File: src/rtl/lsu_pkg.sv
// Shared load/store unit definitions: funct3 encodings, response codes, FSM states
// and the access-size decode used by the request front end.
package lsu_pkg;

    localparam logic [2:0] F3_B  = 3'b000;
    localparam logic [2:0] F3_H  = 3'b001;
    localparam logic [2:0] F3_W  = 3'b010;
    localparam logic [2:0] F3_D  = 3'b011;
    localparam logic [2:0] F3_BU = 3'b100;
    localparam logic [2:0] F3_HU = 3'b101;
    localparam logic [2:0] F3_WU = 3'b110;

    localparam logic [1:0] ERR_OK    = 2'b00;
    localparam logic [1:0] ERR_ALIGN = 2'b01;
    localparam logic [1:0] ERR_BUS   = 2'b10;
    localparam logic [1:0] ERR_TMO   = 2'b11;

    typedef enum logic [1:0] {
        IDLE = 2'd0,
        REQ  = 2'd1,
        WAIT = 2'd2,
        RESP = 2'd3
    } state_t;

    typedef struct packed {
        logic       legal;
        logic [1:0] size_lg;   // log2 of access size in bytes
    } size_dec_t;

    function automatic size_dec_t decode_size(input logic [2:0] f3, input logic store,
                                              input logic rv64);
        size_dec_t d;
        d.size_lg = f3[1:0];
        case (f3)
            F3_B, F3_H, F3_W, F3_BU, F3_HU: d.legal = 1'b1;
            F3_D, F3_WU:                    d.legal = rv64;
            default:                        d.legal = 1'b0;
        endcase
        // Unsigned variants only make sense for loads.
        if (store && f3[2]) d.legal = 1'b0;
        return d;
    endfunction

    function automatic logic [2:0] align_mask(input logic [1:0] size_lg);
        case (size_lg)
            2'd0:    return 3'b000;
            2'd1:    return 3'b001;
            2'd2:    return 3'b011;
            default: return 3'b111;
        endcase
    endfunction

endpackage

File: src/rtl/lsu_align.sv
// Lane steering for one access: byte enables and shifted store data towards memory,
// extracted and sign/zero-extended load data back from memory. Purely combinational.
module lsu_align #(
    parameter int XLEN = 32
) (
    input  logic [$clog2(XLEN/8)-1:0] off,
    input  logic [1:0]                size_lg,
    input  logic                      sign_ext,
    input  logic [XLEN-1:0]           wdata,
    input  logic [XLEN-1:0]           rdata,
    output logic [XLEN/8-1:0]         be,
    output logic [XLEN-1:0]           wdata_sh,
    output logic [XLEN-1:0]           rdata_ext
);
    localparam int NB = XLEN / 8;

    logic [NB-1:0]   be_mask;
    logic [XLEN-1:0] shifted;
    logic            msb;
    int              nbits;

    always_comb begin
        case (size_lg)
            2'd0:    be_mask = NB'(1);
            2'd1:    be_mask = NB'(3);
            2'd2:    be_mask = NB'(15);
            default: be_mask = NB'(255);
        endcase
    end

    assign be       = be_mask << off;
    assign wdata_sh = wdata << {off, 3'b000};
    assign shifted  = rdata >> {off, 3'b000};

    always_comb begin
        nbits = 8 << size_lg;
        case (size_lg)
            2'd0:    msb = shifted[7];
            2'd1:    msb = shifted[15];
            2'd2:    msb = shifted[31];
            default: msb = shifted[XLEN-1];
        endcase
        rdata_ext = '0;
        for (int i = 0; i < XLEN; i++) begin
            rdata_ext[i] = (i < nbits) ? shifted[i] : (sign_ext & msb);
        end
    end

endmodule

File: src/rtl/load_store_unit.sv
// Multi-cycle load/store unit: one request at a time through a req/gnt/rvalid memory port,
// with alignment checks, lane steering and a bus timeout; responds with a one-cycle pulse.
module load_store_unit
    import lsu_pkg::*;
#(
    parameter int XLEN    = 32,
    parameter int ADDR_W  = 32,
    parameter int TIMEOUT = 255
) (
    input  logic              clk,
    input  logic              rst,
    input  logic              req_valid,
    output logic              req_ready,
    input  logic              req_store,
    input  logic [2:0]        req_fun3,
    input  logic [ADDR_W-1:0] req_addr,
    input  logic [XLEN-1:0]   req_wdata,
    input  logic [4:0]        req_rd,
    output logic              rsp_valid,
    output logic [XLEN-1:0]   rsp_rdata,
    output logic [4:0]        rsp_rd,
    output logic [1:0]        rsp_err,
    output logic              mem_req,
    output logic              mem_we,
    output logic [ADDR_W-1:0] mem_addr,
    output logic [XLEN-1:0]   mem_wdata,
    output logic [XLEN/8-1:0] mem_be,
    input  logic              mem_gnt,
    input  logic              mem_rvalid,
    input  logic [XLEN-1:0]   mem_rdata,
    input  logic              mem_err
);
    localparam int   NB    = XLEN / 8;
    localparam int   OFF_W = $clog2(NB);
    localparam logic RV64  = (XLEN == 64);

    state_t            state, state_nxt;
    logic [15:0]       cnt;
    logic              lat_store;
    logic [2:0]        lat_f3;
    logic [ADDR_W-1:0] lat_addr;
    logic [XLEN-1:0]   lat_wdata;
    logic [4:0]        lat_rd;
    logic [XLEN-1:0]   dat_q;
    logic [1:0]        err_q;

    size_dec_t         dec;
    logic              req_bad;
    logic              done;
    logic              tmo;
    logic [NB-1:0]     be;
    logic [XLEN-1:0]   wdata_sh;
    logic [XLEN-1:0]   rdata_ext;

    assign dec     = decode_size(req_fun3, req_store, RV64);
    assign req_bad = !dec.legal || (|(req_addr[2:0] & align_mask(dec.size_lg)));
    assign done    = (state == REQ && mem_gnt && mem_rvalid) || (state == WAIT && mem_rvalid);
    // Counter holds the number of REQ/WAIT cycles already spent before this one.
    assign tmo     = (state == REQ || state == WAIT) && (cnt == 16'(TIMEOUT - 1));

    lsu_align #(.XLEN(XLEN)) u_align (
        .off      (lat_addr[OFF_W-1:0]),
        .size_lg  (lat_f3[1:0]),
        .sign_ext (~lat_f3[2]),
        .wdata    (lat_wdata),
        .rdata    (mem_rdata),
        .be       (be),
        .wdata_sh (wdata_sh),
        .rdata_ext(rdata_ext)
    );

    always_ff @(posedge clk or negedge rst) begin
        if (!rst) state <= IDLE;
        else      state <= state_nxt;
    end

    always_comb begin
        state_nxt = state;
        case (state)
            IDLE: if (req_valid) state_nxt = req_bad ? RESP : REQ;
            REQ: begin
                // A completing response wins over a coincident timeout.
                if (mem_gnt && mem_rvalid) state_nxt = RESP;
                else if (tmo)              state_nxt = RESP;
                else if (mem_gnt)          state_nxt = WAIT;
            end
            WAIT: if (mem_rvalid || tmo) state_nxt = RESP;
            RESP:    state_nxt = IDLE;
            default: state_nxt = IDLE;
        endcase
    end

    always_comb begin
        req_ready = 1'b0;
        mem_req   = 1'b0;
        rsp_valid = 1'b0;
        case (state)
            IDLE:    req_ready = 1'b1;
            REQ:     mem_req   = 1'b1;
            RESP:    rsp_valid = 1'b1;
            default: ;
        endcase
    end

    always_ff @(posedge clk or negedge rst) begin
        if (!rst) begin
            cnt       <= '0;
            lat_store <= 1'b0;
            lat_f3    <= '0;
            lat_addr  <= '0;
            lat_wdata <= '0;
            lat_rd    <= '0;
            dat_q     <= '0;
            err_q     <= ERR_OK;
        end else begin
            case (state)
                IDLE: begin
                    if (req_valid) begin
                        lat_store <= req_store;
                        lat_f3    <= req_fun3;
                        lat_addr  <= req_addr;
                        lat_wdata <= req_wdata;
                        lat_rd    <= req_rd;
                        cnt       <= '0;
                        err_q     <= req_bad ? ERR_ALIGN : ERR_OK;
                        dat_q     <= '0;
                    end
                end
                REQ, WAIT: begin
                    cnt <= cnt + 16'd1;
                    if (done) begin
                        err_q <= mem_err ? ERR_BUS : ERR_OK;
                        dat_q <= (mem_err || lat_store) ? '0 : rdata_ext;
                    end else if (tmo) begin
                        err_q <= ERR_TMO;
                        dat_q <= '0;
                    end
                end
                default: ;
            endcase
        end
    end

    assign mem_we    = mem_req & lat_store;
    assign mem_addr  = mem_req ? {lat_addr[ADDR_W-1:OFF_W], {OFF_W{1'b0}}} : '0;
    assign mem_wdata = (mem_req && lat_store) ? wdata_sh : '0;
    assign mem_be    = mem_req ? be : '0;
    assign rsp_rdata = rsp_valid ? dat_q : '0;
    assign rsp_rd    = rsp_valid ? lat_rd : '0;
    assign rsp_err   = rsp_valid ? err_q : ERR_OK;

endmodule
File: config.mk
export PLATFORM = sky130hd
export DESIGN_NAME = load_store_unit
export DESIGN_NICKNAME = d
export VERILOG_FILES = /design/src/rtl/lsu_pkg.sv /design/src/rtl/lsu_align.sv /design/src/rtl/load_store_unit.sv
export SDC_FILE = /design/constraint.sdc
export NUM_CORES = 1
export LEC_CHECK = 0
export CAP_MARGIN = 15
export CELL_PAD_IN_SITES_DETAIL_PLACEMENT = 1
export CELL_PAD_IN_SITES_GLOBAL_PLACEMENT = 2
export CORE_MARGIN = 2
export CORE_UTILIZATION = 27
export CTS_BUF_LIST = sky130_fd_sc_hd__clkbuf_8
export DETAILED_ROUTE_END_ITERATION = 12
export GPL_TIMING_DRIVEN = 1
export PLACE_DENSITY_LB_ADDON = 0.1
export SYNTH_ARGS = -nofsm -noshare
export SYNTH_HDL_FRONTEND = slang
export SYNTH_SLANG_ARGS = --single-unit
export TNS_END_PERCENT = 10
File: constraint.sdc
create_clock -name clk -period 1.8 [get_ports clk]
set_input_delay 0.27 -clock clk [delete_from_list [all_inputs] [get_ports clk]]
set_output_delay 0.27 -clock clk [all_outputs]
set_load 0.03 [all_outputs]
* Word level (Yosys, flattened, before mapping) *
Cells that the tools add are included.

storage, ports and cells
  register bits = 125

operators by class
  $add $sub $neg = 1
  order comparisons = 32
  equality and inequality tests = 15
  shift-type cells = 4
  muxes and demuxes = 66
  bitwise gates (word level) = 4
  reductions and logical operators = 25

operators with widths
  kind                                                 number
  < comparator 6 x 32 -> 1 bit (first input constant)  16
  < comparator 5 x 32 -> 1 bit (first input constant)  8
  2-to-1 mux 32 bit                                    7
  < comparator 4 x 32 -> 1 bit (first input constant)  4
  < comparator 3 x 32 -> 1 bit (first input constant)  2
  case mux 32 bit (2 select lines)                     1
  2-to-1 mux 1 bit                                     38
  < comparator 1 x 32 -> 1 bit (first input constant)  1
  < comparator 2 x 32 -> 1 bit (first input constant)  1
  case mux 16 bit (2 select lines)                     1
  << shifter 32 x 5 -> 32 bit                          1
  << shifter 4 x 2 -> 32 bit (first input constant)    1
  >> shifter 32 x 5 -> 32 bit                          1
  2-to-1 mux 2 bit                                     11
  adder 16 x 1 -> 16 bit (second input constant)       1
  == test 16 x 8 -> 1 bit (second input constant)      1
  2-to-1 mux 16 bit                                    1
  case mux 3 bit (3 select lines)                      1
  case mux 2 bit (4 select lines)                      1
  case mux 4 bit (2 select lines)                      1
  logical AND 1 bit                                    7
  == test 2 x 1 -> 1 bit (second input constant)       3
  == test 2 bit (second input constant)                3
  == test 3 bit (second input constant)                2
  other kinds (24)                                     33

* Longest topological paths before layout *
Gate-level depths: netlist of the first run.

  word-level depth = 9
  mapped depth = 7
  depth with buffers taken out = 6

* By module *
A second synthesis of the first run with hierarchy kept.

second synthesis, totals
  cells, all modules = 750
  area total of the unflattened synthesis = 7547.2 µm²

by module, submodules not included
  module           times used  cells an instance  area an instance (µm²)
  load_store_unit  1           547                6178.4
  lsu_align        1           203                1368.8

* Worst setup path after synthesis of the first run *
OpenSTA, ideal clock, no wires.

  kind = reg2out
  start = register state[1]
  end = output mem_wdata[30]
  arrival time = 2151 ps
  required time = 1530 ps
  path slack = -621 ps
  stages on the path, launching flop included = 6
  path through = dfrtp_1 inv_1 ha_1 nand2_1 clkbuf_1 a211oi_1

between the ends
  word-level cells in the longest chain between the ends = 4

ends and longest elaborated chain
  what                      RTL line                RTL
  start: declaration        load_store_unit.sv:37   state_t state, state_nxt;
  start signal: assignment  load_store_unit.sv:74   else state <= state_nxt;
  == test 2 x 1 -> 1 bit    load_store_unit.sv:97   case (state)
  2-to-1 mux 1 bit          load_store_unit.sv:97
  net mem_req               load_store_unit.sv:23   output logic mem_req,
  logical AND 1 bit         load_store_unit.sv:146  assign mem_wdata = (mem_req && lat_store) ? wdata_sh : '0;
  2-to-1 mux 32 bit         load_store_unit.sv:146
  end: declaration          load_store_unit.sv:26   output logic [XLEN-1:0] mem_wdata,

The timed path passes the listed nets, and every way through them passes these cells.

* Worst setup path after layout of the first run *
  start = register state[0]
  end = output mem_wdata[5]

between the ends
  word-level cells in the longest chain between the ends = 4

ends and longest elaborated chain
  what                    RTL line
  == test 2 x 1 -> 1 bit  load_store_unit.sv:97
  2-to-1 mux 1 bit        load_store_unit.sv:97
  logical AND 1 bit       load_store_unit.sv:146
  2-to-1 mux 32 bit       load_store_unit.sv:146

No other way between the ends.

==> results.py, run 1 <==
metrics = {
    "status": {
        "outcome": "complete, but fails checks",
        "violations": "setup timing",
    },
    "die": {
        "coreArea_um2": 25200,
        "io_pins": 222,
        "die_x_um": 164,
        "fp.dieH_um": 164,
        "start_util_pct": 27.5,
        "die_area_um2": 27000,
        "rows": 58,
    },
    "worst_hold_path": {
        "hp-class": "in2async",
    },
    "power": {
        "switching_share_pct": 42.9,
        "p_clk_share_pct": 13.3,
        "powerDensity_nw_per_um2": 1630,
        "ir_drop_mv": 0.929,
        "p_sw_mw": 7.77,
        "p_leak_nw": 4.90,
        "p_seq_share_pct": 25.8,
        "power_frac_comb_pct": 60.9,
        "finalPower_mw": 18.1,
        "intPower_mw": 10.3,
    },
    "routing": {
        "drc": 0,
        "drtAntennaViolNets": 0,
        "drt_iter0_drc": 170,
        "vias": 6047,
        "routed_wl_um": 23100,
        "wl_per_cell_um": 18.1,
        "viasPerCell": 4.75,
        "first_pass_iters": 4,
    },
    "placed_design": {
        "place_hpwl_um": 17300,
        "io_buffers": 219,
        "routabilityCongestion": 0.773,
    },
    "final_layout": {
        "final_nets": 1047,
        "area_delta_synth_final_pct": 60.4,
        "final_cell_mix": "dfrtp_1, buf_4, clkdlybuf4s50_1, mux2_2, buf_6",
        "drive_gt1_share_pct": 46.6,
        "layout_commonest_cell": "dfrtp_1",
    },
    "clocking": {
        "clk_path_buf_depth": 2,
        "insertion_delay_ps": 450,
        "clk_pin_slew_worst_paths_ps": 100,
        "cts_tree": "done",
        "clockRootBuffer": "clkbuf_8",
        "cts_sinks": 125,
        "cts_buffers": 17,
        "htreeDepth": 4,
    },
    "synth": {
        "synth_cells": 639,
        "yosysSeqAreaShare_pct": 45.1,
        "ys_types": 55,
        "synthesis.area_um2": 6930,
        "synth-seq-cells": 125,
        "ys_async_sr_fraction_pct": 100,
        "ys.flop_type": "dfrtp_1",
        "yosysWarnings": 0,
        "synth_edf_count": 0,
        "avgSynthCellArea_um2": 10.9,
    },
    "sta": {
        "whs_ps": 380,
        "fmax_ghz": 0.440,
        "final.setup_skew_ps": 22.6,
        "period_minus_slack_ps": 2270,
        "finalCritPeriodShare_pct": 126,
        "hold_viol_final": 0,
        "worstMarginPinSlew_ps": 579,
        "slew_headroom_pct": 61.4,
        "maxSlewViolCount": 0,
        "setup_ws_ps": -470,
        "finalSetupViolCount": 156,
        "rsz0062_at_grt": "yes",
    },
    "critical_path": {
        "crit_chain": "buf_6 > ha_4 > buf_6 > nand2_8 > or2_4 > nor2_4 > buf_12 > and2_4 > buf_6",
        "critPathBufInv": 4,
        "arrival_ps": 2000,
        "end_kind": "output port",
        "cp_slowest_cell": "dfrtp_1",
        "start_kind": "register",
        "crit_top_cell": "buf_6",
        "cpLargestDelayFamily": "simple AND/OR/NAND/NOR gates",
        "critPathMaxFanout": 6,
        "crit_type": "reg2out",
        "slowest_delay_ps": 390,
        "worstPathRequired_ps": 1530,
    },
    "global_routing": {
        "antenna_found_initial": 0,
        "grt_max_degree": 55,
        "grt-ovfl-total": 0,
        "globalRouteTotalUtil_pct": 17.3,
        "first_global_vias": 6644,
        "grt_pass1_wl_um": 36100,
    },
    "run": {
        "maxCapViolCount": 0,
    },
}
-- cell usage after synthesis, types with 4 or more instances --
cell	instances	share of area (%)
dfrtp_1	125	45
mux2_2	86	14
and2_1	80	7.2
nor2_1	45	2.4
mux2i_1	32	4.6
nand2_1	32	1.7
a211oi_1	26	2.8
clkbuf_1	20	1.1
a21oi_1	17	1.2
a22o_1	16	2.0
o21ai_0	16	1.2
buf_2	14	1.0
inv_1	11	0.60
mux2_1	11	1.8
nor3_1	11	0.79
nor2b_1	10	0.90
a221oi_1	8	1.0
ha_1	6	1.1
xor2_1	6	0.76
nand3_1	5	0.36
or4_1	5	0.54
buf_6	4	0.65
nand4_1	4	0.36
o31ai_1	4	0.43
-- sequential cells by signal, indices dropped and copies added (netlist names) --
name / count
lat_f3: 3
cnt: 16
err_q: 2
state: 2
lat_addr: 32
lat_rd: 5
dat_q: 32
lat_store: 1
lat_wdata: 32
-- power groups by stage --
| stage | clock (mW) | combinational, mW | sequential (mW) |
|---|---|---|---|
| after floorplan | 0 | 6.40 | 4.42 |
| after global placement | 0 | 9.71 | 4.62 |
| after detailed placement | 0 | 9.91 | 4.69 |
| after CTS | 2.53 | 10.6 | 4.69 |
| after global routing | 2.66 | 11.9 | 4.84 |
| final | 2.41 | 11.0 | 4.67 |
-- logic make-up after synthesis --
logic type	count (synthesis)	synth area share (%)
simple gates	209	16.4
buf+inv	55	3.83
other cells	1	0.0541
fa+ha+maj	6	1.08
compound gates	105	11.7
xor+xnor	6	0.758
flops	125	45.1
mux	132	21.0
-- timing repair --
action / 4_1_cts / 5_1_grt
resized for setup: 112 / 35
hold buffers: 1 / 0
endpoints found under the hold margin: 49 / 0
buffers inserted: 5 / 7
endpoints found under the setup margin: 155 / 213
gates cloned: 0 / 1
pin swaps: 26 / 28
-- per-layer routing --
layer  wire (um)  GRT usage [%]  vias to the layer above
met5           0              0                        -
met4         185           3.79                        0
met3        1190           4.22                       13
met2       11800           30.2                      143
met1        9930           21.5                     3038
li1            -              -                     2853
-- stage by stage --
step	worst slack [ps]	cell area (um^2)	std cells	util [%]	setup TNS (ps)
5_1_grt	-602	11100	1273	44.2	-62310
4_1_cts	-516	10900	1265	43.3	-45560
3_3_place_gp	-513	10100	1227	39.9	-15330
2_1_floorplan	-202	7100	640	-	-12310
3_5_place_dp	-550	10100	1227	39.9	-17610
6_report	-470	11100	1274	44.2	-44480
-- path summary, 6_finish.rpt --
kind	start	to	slack [ps]	depth (start not counted)
worst max-delay path	state[0]$_DFFE_PN0P_	mem_wdata[5]	-470	9
worst min-delay path	rst	cnt[11]$_DFFE_PN0P_	380	2
worst max register to register	state[0]$_DFFE_PN0P_	dat_q[7]$_DFFE_PN0P_	-370	10
worst min register to register	dat_q[9]$_DFFE_PN0P_	dat_q[9]$_DFFE_PN0P_	500	1
max in group asynchronous	rst	lat_addr[1]$_DFFE_PN0P_	770	3
min in group clk	req_addr[13]	lat_addr[13]$_DFFE_PN0P_	420	2
-- final cells by class --
cell class / instances / area (um^2)
Tap cell: 330 / 413
Clock buffer: 17 / 234
Multi-Input combinational cell: 460 / 4000
Sequential cell: 125 / 3130
Inverter: 11 / 43.8
Timing Repair Buffer: 315 / 3160
Fill cell: 2703 / 14100
Clock inverter: 15 / 146
Antenna cell: 1 / 2.50
No activity file was read; power rests on OpenSTA's default activity.
==> run 2: changes to the inputs <==
--- a/config.mk
+++ b/config.mk
@@ -9,7 +9,7 @@
 export CELL_PAD_IN_SITES_DETAIL_PLACEMENT = 1
 export CELL_PAD_IN_SITES_GLOBAL_PLACEMENT = 2
 export CORE_MARGIN = 2
-export CORE_UTILIZATION = 27
+export CORE_UTILIZATION = 30
 export CTS_BUF_LIST = sky130_fd_sc_hd__clkbuf_8
 export DETAILED_ROUTE_END_ITERATION = 12
 export GPL_TIMING_DRIVEN = 1
==> constraint.sdc (replaced) <==
create_clock -name clk -period 2.42 [get_ports clk]
set_input_delay 0.363 -clock clk [delete_from_list [all_inputs] [get_ports clk]]
set_output_delay 0.363 -clock clk [all_outputs]
set_load 0.03 [all_outputs]
==> run 2 against run 1 <==
Against the previous run: clock skew decreased by 7.8 ps; critical path depth decreased by 3; final cell count decreased by 8.7%; die area decreased by 9.8%; critical path type unchanged; largest power group unchanged; the flow finishes with violations (hold timing).
==> results.py, run 2 (synthesis gave the netlist of run 1 again) <==
metrics = {
    "clocking": {
        "cts_hold_buffers": 0,
        "clockRootBuffer": "clkbuf_8",
        "insertion_delay_ps": 460,
        "clk_path_buf_depth": 2,
        "cts_buffers": 17,
        "clk_pin_slew_worst_paths_ps": 90,
        "cts_sinks": 125,
        "htreeDepth": 4,
        "cts_tree": "done",
    },
    "final_layout": {
        "drive_gt1_share_pct": 32.6,
        "reg_top3": "dat_q: 32 flops, lat_addr: 32 flops, lat_wdata: 32 flops",
        "final_nets": 982,
        "area_delta_synth_final_pct": 43.9,
        "finalInstanceArea_um2": 9980,
        "layout_commonest_cell": "dfrtp_1",
        "final_util_pct": 44.1,
        "final_cell_mix": "dfrtp_1, buf_4, clkdlybuf4s50_1, mux2_2, and2_1",
        "num_antenna_cells": 0,
    },
    "die": {
        "coreArea_um2": 22600,
        "die_x_um": 156,
        "io_pins": 222,
        "start_util_pct": 30.6,
        "rows": 55,
        "fp.dieH_um": 156,
        "die_area_um2": 24300,
    },
    "global_routing": {
        "grt-ovfl-total": 0,
        "grt_pass1_wl_um": 33900,
        "antenna_found_initial": 0,
        "globalRouteTotalUtil_pct": 18.0,
        "first_global_vias": 6151,
        "grt_max_degree": 126,
    },
    "routing": {
        "routed_wl_um": 21800,
        "drt_iter0_drc": 228,
        "drtAntennaViolNets": 0,
        "viasPerCell": 4.93,
        "drc": 0,
        "first_pass_iters": 4,
        "vias": 5734,
        "wl_per_cell_um": 18.8,
    },
    "placed_design": {
        "io_buffers": 219,
        "place_area_um2": 9360,
        "routabilityCongestion": 0.801,
        "place_hpwl_um": 15700,
    },
    "sta": {
        "fmax_ghz": 0.430,
        "finalCritPeriodShare_pct": 96.0,
        "worstMarginPinSlew_ps": 759,
        "final.setup_skew_ps": 14.8,
        "period_minus_slack_ps": 2320,
        "rsz0062_at_grt": "yes",
        "hold_viol_final": 6,
        "maxSlewViolCount": 0,
        "finalSetupViolCount": 0,
        "whs_ps": -31.1,
        "slew_headroom_pct": 49.4,
    },
    "critical_path": {
        "crit_type": "reg2out",
        "cpLargestDelayFamily": "buffers and inverters",
        "slowest_delay_ps": 390,
        "arrival_ps": 1960,
        "critPathBufInv": 4,
        "worstPathRequired_ps": 2060,
        "end_kind": "output port",
        "crit_chain": "inv_2 > ha_4 > buf_6 > inv_1 > nor3_2 > buf_12",
        "critPathMaxFanout": 32,
        "cp_slowest_cell": "dfrtp_1",
        "r2r_slack_ps": 140,
        "start_kind": "register",
    },
    "power": {
        "ir_drop_mv": 0.611,
        "intPower_mw": 7.15,
        "p_clk_share_pct": 18.2,
        "p_seq_share_pct": 28.5,
        "p_sw_mw": 5.18,
        "powerDensity_nw_per_um2": 1230,
        "p_leak_nw": 4.49,
        "switching_share_pct": 42.0,
        "power_frac_comb_pct": 53.3,
    },
    "run": {
        "maxCapViolCount": 0,
    },
    "status": {
        "violations": "hold timing",
        "outcome": "complete, but fails checks",
    },
    "worst_hold_path": {
        "hp-class": "in2async",
    },
}
## run 2: cell count changes in the layout (fill, tap and decap cells not counted), moves of 6 or more
cell,change
a211oi_1,+10
a211oi_2,-9
and2_1,+39
and2_4,-39
buf_6,-56
mux2_1,+7
mux2_4,-7
mux2i_1,+6
nor2_1,+9
nor2_2,-6
## run 2: through the flow
step           setup TNS, ps  std cells  hold slack, ps  setup slack [ps]  power, mW
6_report                   0       1163           -31.1              95.9       12.3
5_1_grt                 -118       1163            9.58             -53.1       13.1
4_1_cts                    0       1160            38.1              4.38       12.3
3_5_place_dp            -363       1125             471             -41.8       9.93
3_3_place_gp           -13.4       1125             467             -13.4       9.76
2_1_floorplan           -623        640            67.4             -77.8       7.79
## run 2: power groups by stage
stage | clock, mW | combinational [mW] | sequential, mW
final | 2.24 | 6.57 | 3.51
after detailed placement | 0 | 6.37 | 3.56
after global routing | 2.41 | 7.08 | 3.64
after floorplan | 0 | 4.52 | 3.27
after CTS | 2.31 | 6.48 | 3.54
after global placement | 0 | 6.26 | 3.50
## run 2: final timing paths
path / to / cells past startpoint / start
setup / recovery: mem_be[0] / 6 / state[1]$_DFFE_PN0P_
hold / removal: lat_wdata[18]$_DFFE_PN0P_ / 2 / rst
setup reg to reg: cnt[15]$_DFFE_PN0P_ / 6 / state[0]$_DFFE_PN0P_
hold reg to reg: dat_q[3]$_DFFE_PN0P_ / 1 / dat_q[3]$_DFFE_PN0P_
max in group asynchronous: cnt[1]$_DFFE_PN0P_ / 2 / rst
min in group clk: dat_q[3]$_DFFE_PN0P_ / 1 / dat_q[3]$_DFFE_PN0P_
## run 2: repair_timing
item | in CTS | in global routing
pin swaps | 2 | 3
hold endpoints to repair | 0 | 0
setup endpoints to repair | 53 | 47
buffers inserted | 3 | 3
gates resized for setup | 14 | 9
## run 2: per-layer routing
| layer | GRT usage [%] | vias up | part of all wire (%) |
|---|---|---|---|
| li1 | - | 2729 | - |
| met1 | 22.6 | 2851 | 44 |
| met2 | 30.8 | 139 | 50 |
| met3 | 4.33 | 15 | 4.9 |
| met4 | 5.16 | 0 | 1.2 |
| met5 | 0 | - | 0 |
## run 2: cell type report
cell class	count	area, um^2
well taps	285	357
repair buffers	250	2380
clock buffers	18	248
flip-flops and latches	125	3130
multi-input cells	460	3590
inverters	11	41.3
fillers	2468	12700
clock inverters	14	230
==> run 3: changes to the inputs <==
--- a/config.mk
+++ b/config.mk
@@ -8,7 +8,6 @@
 export CAP_MARGIN = 15
 export CELL_PAD_IN_SITES_DETAIL_PLACEMENT = 1
 export CELL_PAD_IN_SITES_GLOBAL_PLACEMENT = 2
-export CORE_MARGIN = 2
 export CORE_UTILIZATION = 30
 export CTS_BUF_LIST = sky130_fd_sc_hd__clkbuf_8
 export DETAILED_ROUTE_END_ITERATION = 12
==> run 3 against run 2 <==
Against the previous run: the run now ends clean; first-iteration DRC count decreased by 23%; sequential cell count unchanged; register-to-register slack got worse by 40 ps; global-route usage increased by 0.90 points; critical path type unchanged; critical endpoint is now mem_be[1].
==> results.py, run 3 (synthesis gave the netlist of run 1 again) <==
metrics = {
    "global_routing": {
        "grt_max_degree": 78,
        "globalRouteTotalUtil_pct": 18.9,
        "grt_pass1_wl_um": 35000,
        "grt-ovfl-total": 0,
        "first_global_vias": 6359,
        "antenna_found_initial": 0,
    },
    "sta": {
        "slew_headroom_pct": 53.7,
        "finalSetupViolCount": 0,
        "period_minus_slack_ps": 2330,
        "hold_viol_final": 0,
        "fmax_ghz": 0.429,
        "finalCritPeriodShare_pct": 96.3,
        "maxSlewViolCount": 0,
        "rsz0062_at_grt": "yes",
        "final.setup_skew_ps": 10.1,
        "worstMarginPinSlew_ps": 694,
    },
    "critical_path": {
        "end_kind": "output port",
        "crit_type": "reg2out",
        "arrival_ps": 1970,
        "crit_path_start": "state[1]$_DFFE_PN0P_",
        "worstPathRequired_ps": 2060,
        "critPathBufInv": 4,
        "crit_chain": "inv_2 > ha_4 > buf_6 > inv_1 > a211oi_1 > buf_4",
        "start_kind": "register",
        "cpLargestDelayFamily": "buffers and inverters",
        "cp_slowest_cell": "dfrtp_1",
        "slowest_delay_ps": 400,
        "r2r_start": "state[0]$_DFFE_PN0P_",
        "critPathMaxFanout": 32,
    },
    "routing": {
        "wl_per_cell_um": 18.8,
        "drt_iter0_drc": 175,
        "routed_wl_um": 21800,
        "drc": 0,
        "viasPerCell": 4.98,
        "first_pass_iters": 4,
        "drtAntennaViolNets": 0,
        "vias": 5791,
    },
    "power": {
        "powerDensity_nw_per_um2": 1230,
        "p_leak_nw": 4.46,
        "ir_drop_mv": 0.530,
        "finalPower_mw": 12.2,
        "power_frac_comb_pct": 54.0,
        "switching_share_pct": 42.6,
        "p_sw_mw": 5.20,
        "p_clk_share_pct": 17.3,
        "intPower_mw": 7.00,
        "p_seq_share_pct": 28.7,
    },
    "placed_design": {
        "io_buffers": 219,
        "place_area_um2": 9360,
        "routabilityCongestion": 0.792,
        "place_hpwl_um": 16100,
        "dp.cells": 1126,
    },
    "status": {
        "outcome": "finished clean",
    },
    "final_layout": {
        "final_cell_mix": "dfrtp_1, buf_4, clkdlybuf4s50_1, mux2_2, and2_1",
        "area_delta_synth_final_pct": 43.3,
        "layout_commonest_cell": "dfrtp_1",
        "num_antenna_cells": 0,
        "fin_cells": 1162,
        "finalInstanceArea_um2": 9930,
        "reg_top3": "dat_q: 32 flops, lat_addr: 32 flops, lat_wdata: 32 flops",
        "final_util_pct": 43.9,
        "final_nets": 981,
        "drive_gt1_share_pct": 32.5,
    },
    "clocking": {
        "cts_buffers": 17,
        "clk_path_buf_depth": 2,
        "cts_sinks": 125,
        "htreeDepth": 4,
        "insertion_delay_ps": 440,
        "clk_pin_slew_worst_paths_ps": 90,
        "clockRootBuffer": "clkbuf_8",
        "cts_tree": "done",
    },
    "die": {
        "coreArea_um2": 22600,
        "rows": 55,
        "die_area_um2": 23700,
        "io_pins": 222,
        "fp.dieH_um": 154,
        "die_x_um": 154,
        "start_util_pct": 30.6,
    },
    "worst_hold_path": {
        "hp-class": "in2async",
    },
    "run": {
        "maxCapViolCount": 0,
    },
}
-- run 3: repair_timing --
action,CTS,global route
endpoints found under the hold margin,37,0
setup buffers,2,1
pin swaps,2,2
hold buffers,1,0
gates resized for setup,9,8
setup endpoints to repair,43,35
-- run 3: power groups by stage --
stage | Sequential (mW) | Combinational (mW) | Clock, mW
4_1_cts | 3.50 | 6.55 | 2.19
3_5_place_dp | 3.53 | 6.47 | 0
3_3_place_gp | 3.47 | 6.32 | 0
6_report | 3.50 | 6.59 | 2.11
5_1_grt | 3.63 | 7.11 | 2.28
2_1_floorplan | 3.27 | 4.52 | 0
-- run 3: final timing paths --
path / slack [ps] / cells after the start / to
setup / recovery: 90 / 6 / mem_be[1]
hold / removal: 440 / 2 / lat_wdata[7]$_DFFE_PN0P_
setup reg to reg: 100 / 7 / state[0]$_DFFE_PN0P_
hold reg to reg: 490 / 1 / dat_q[0]$_DFFE_PN0P_
max in group asynchronous: 1280 / 3 / lat_rd[4]$_DFFE_PN0P_
min in group clk: 490 / 1 / dat_q[0]$_DFFE_PN0P_
-- run 3: layout make-up --
class	count	area, um^2
clock inverters	14	206
repair buffers	249	2340
well taps	285	357
clock buffers	18	248
fillers	2464	12700
inverters	11	41.3
flip-flops and latches	125	3130
multi-input cells	460	3600
-- run 3: through the flow --
step	worst slack (ps)	hold WS (ps)	TNS (ps)
final	90.0	444	0
after global routing	-117	459	-317
after CTS	1.09	442	0
after detailed placement	-107	392	-1130
after global placement	-12.3	388	-12.3
after floorplan	-77.8	67.4	-623
-- run 3: worst register-to-register path: cells and delay by family (launching register included) --
kind	cells	cell delay (ps)
AO/OA/AOI/OAI	1	350
adder cells (fa/ha/maj)	1	440
buffers and inverters	2	270
flip-flops	1	440
AND/OR/NAND/NOR	3	700
-- run 3: metal layers --
metal	track usage, %	share of wire, %
met5	0	0
met4	4.38	1.1
met3	4.88	5.2
met2	31.1	49
met1	24.7	45
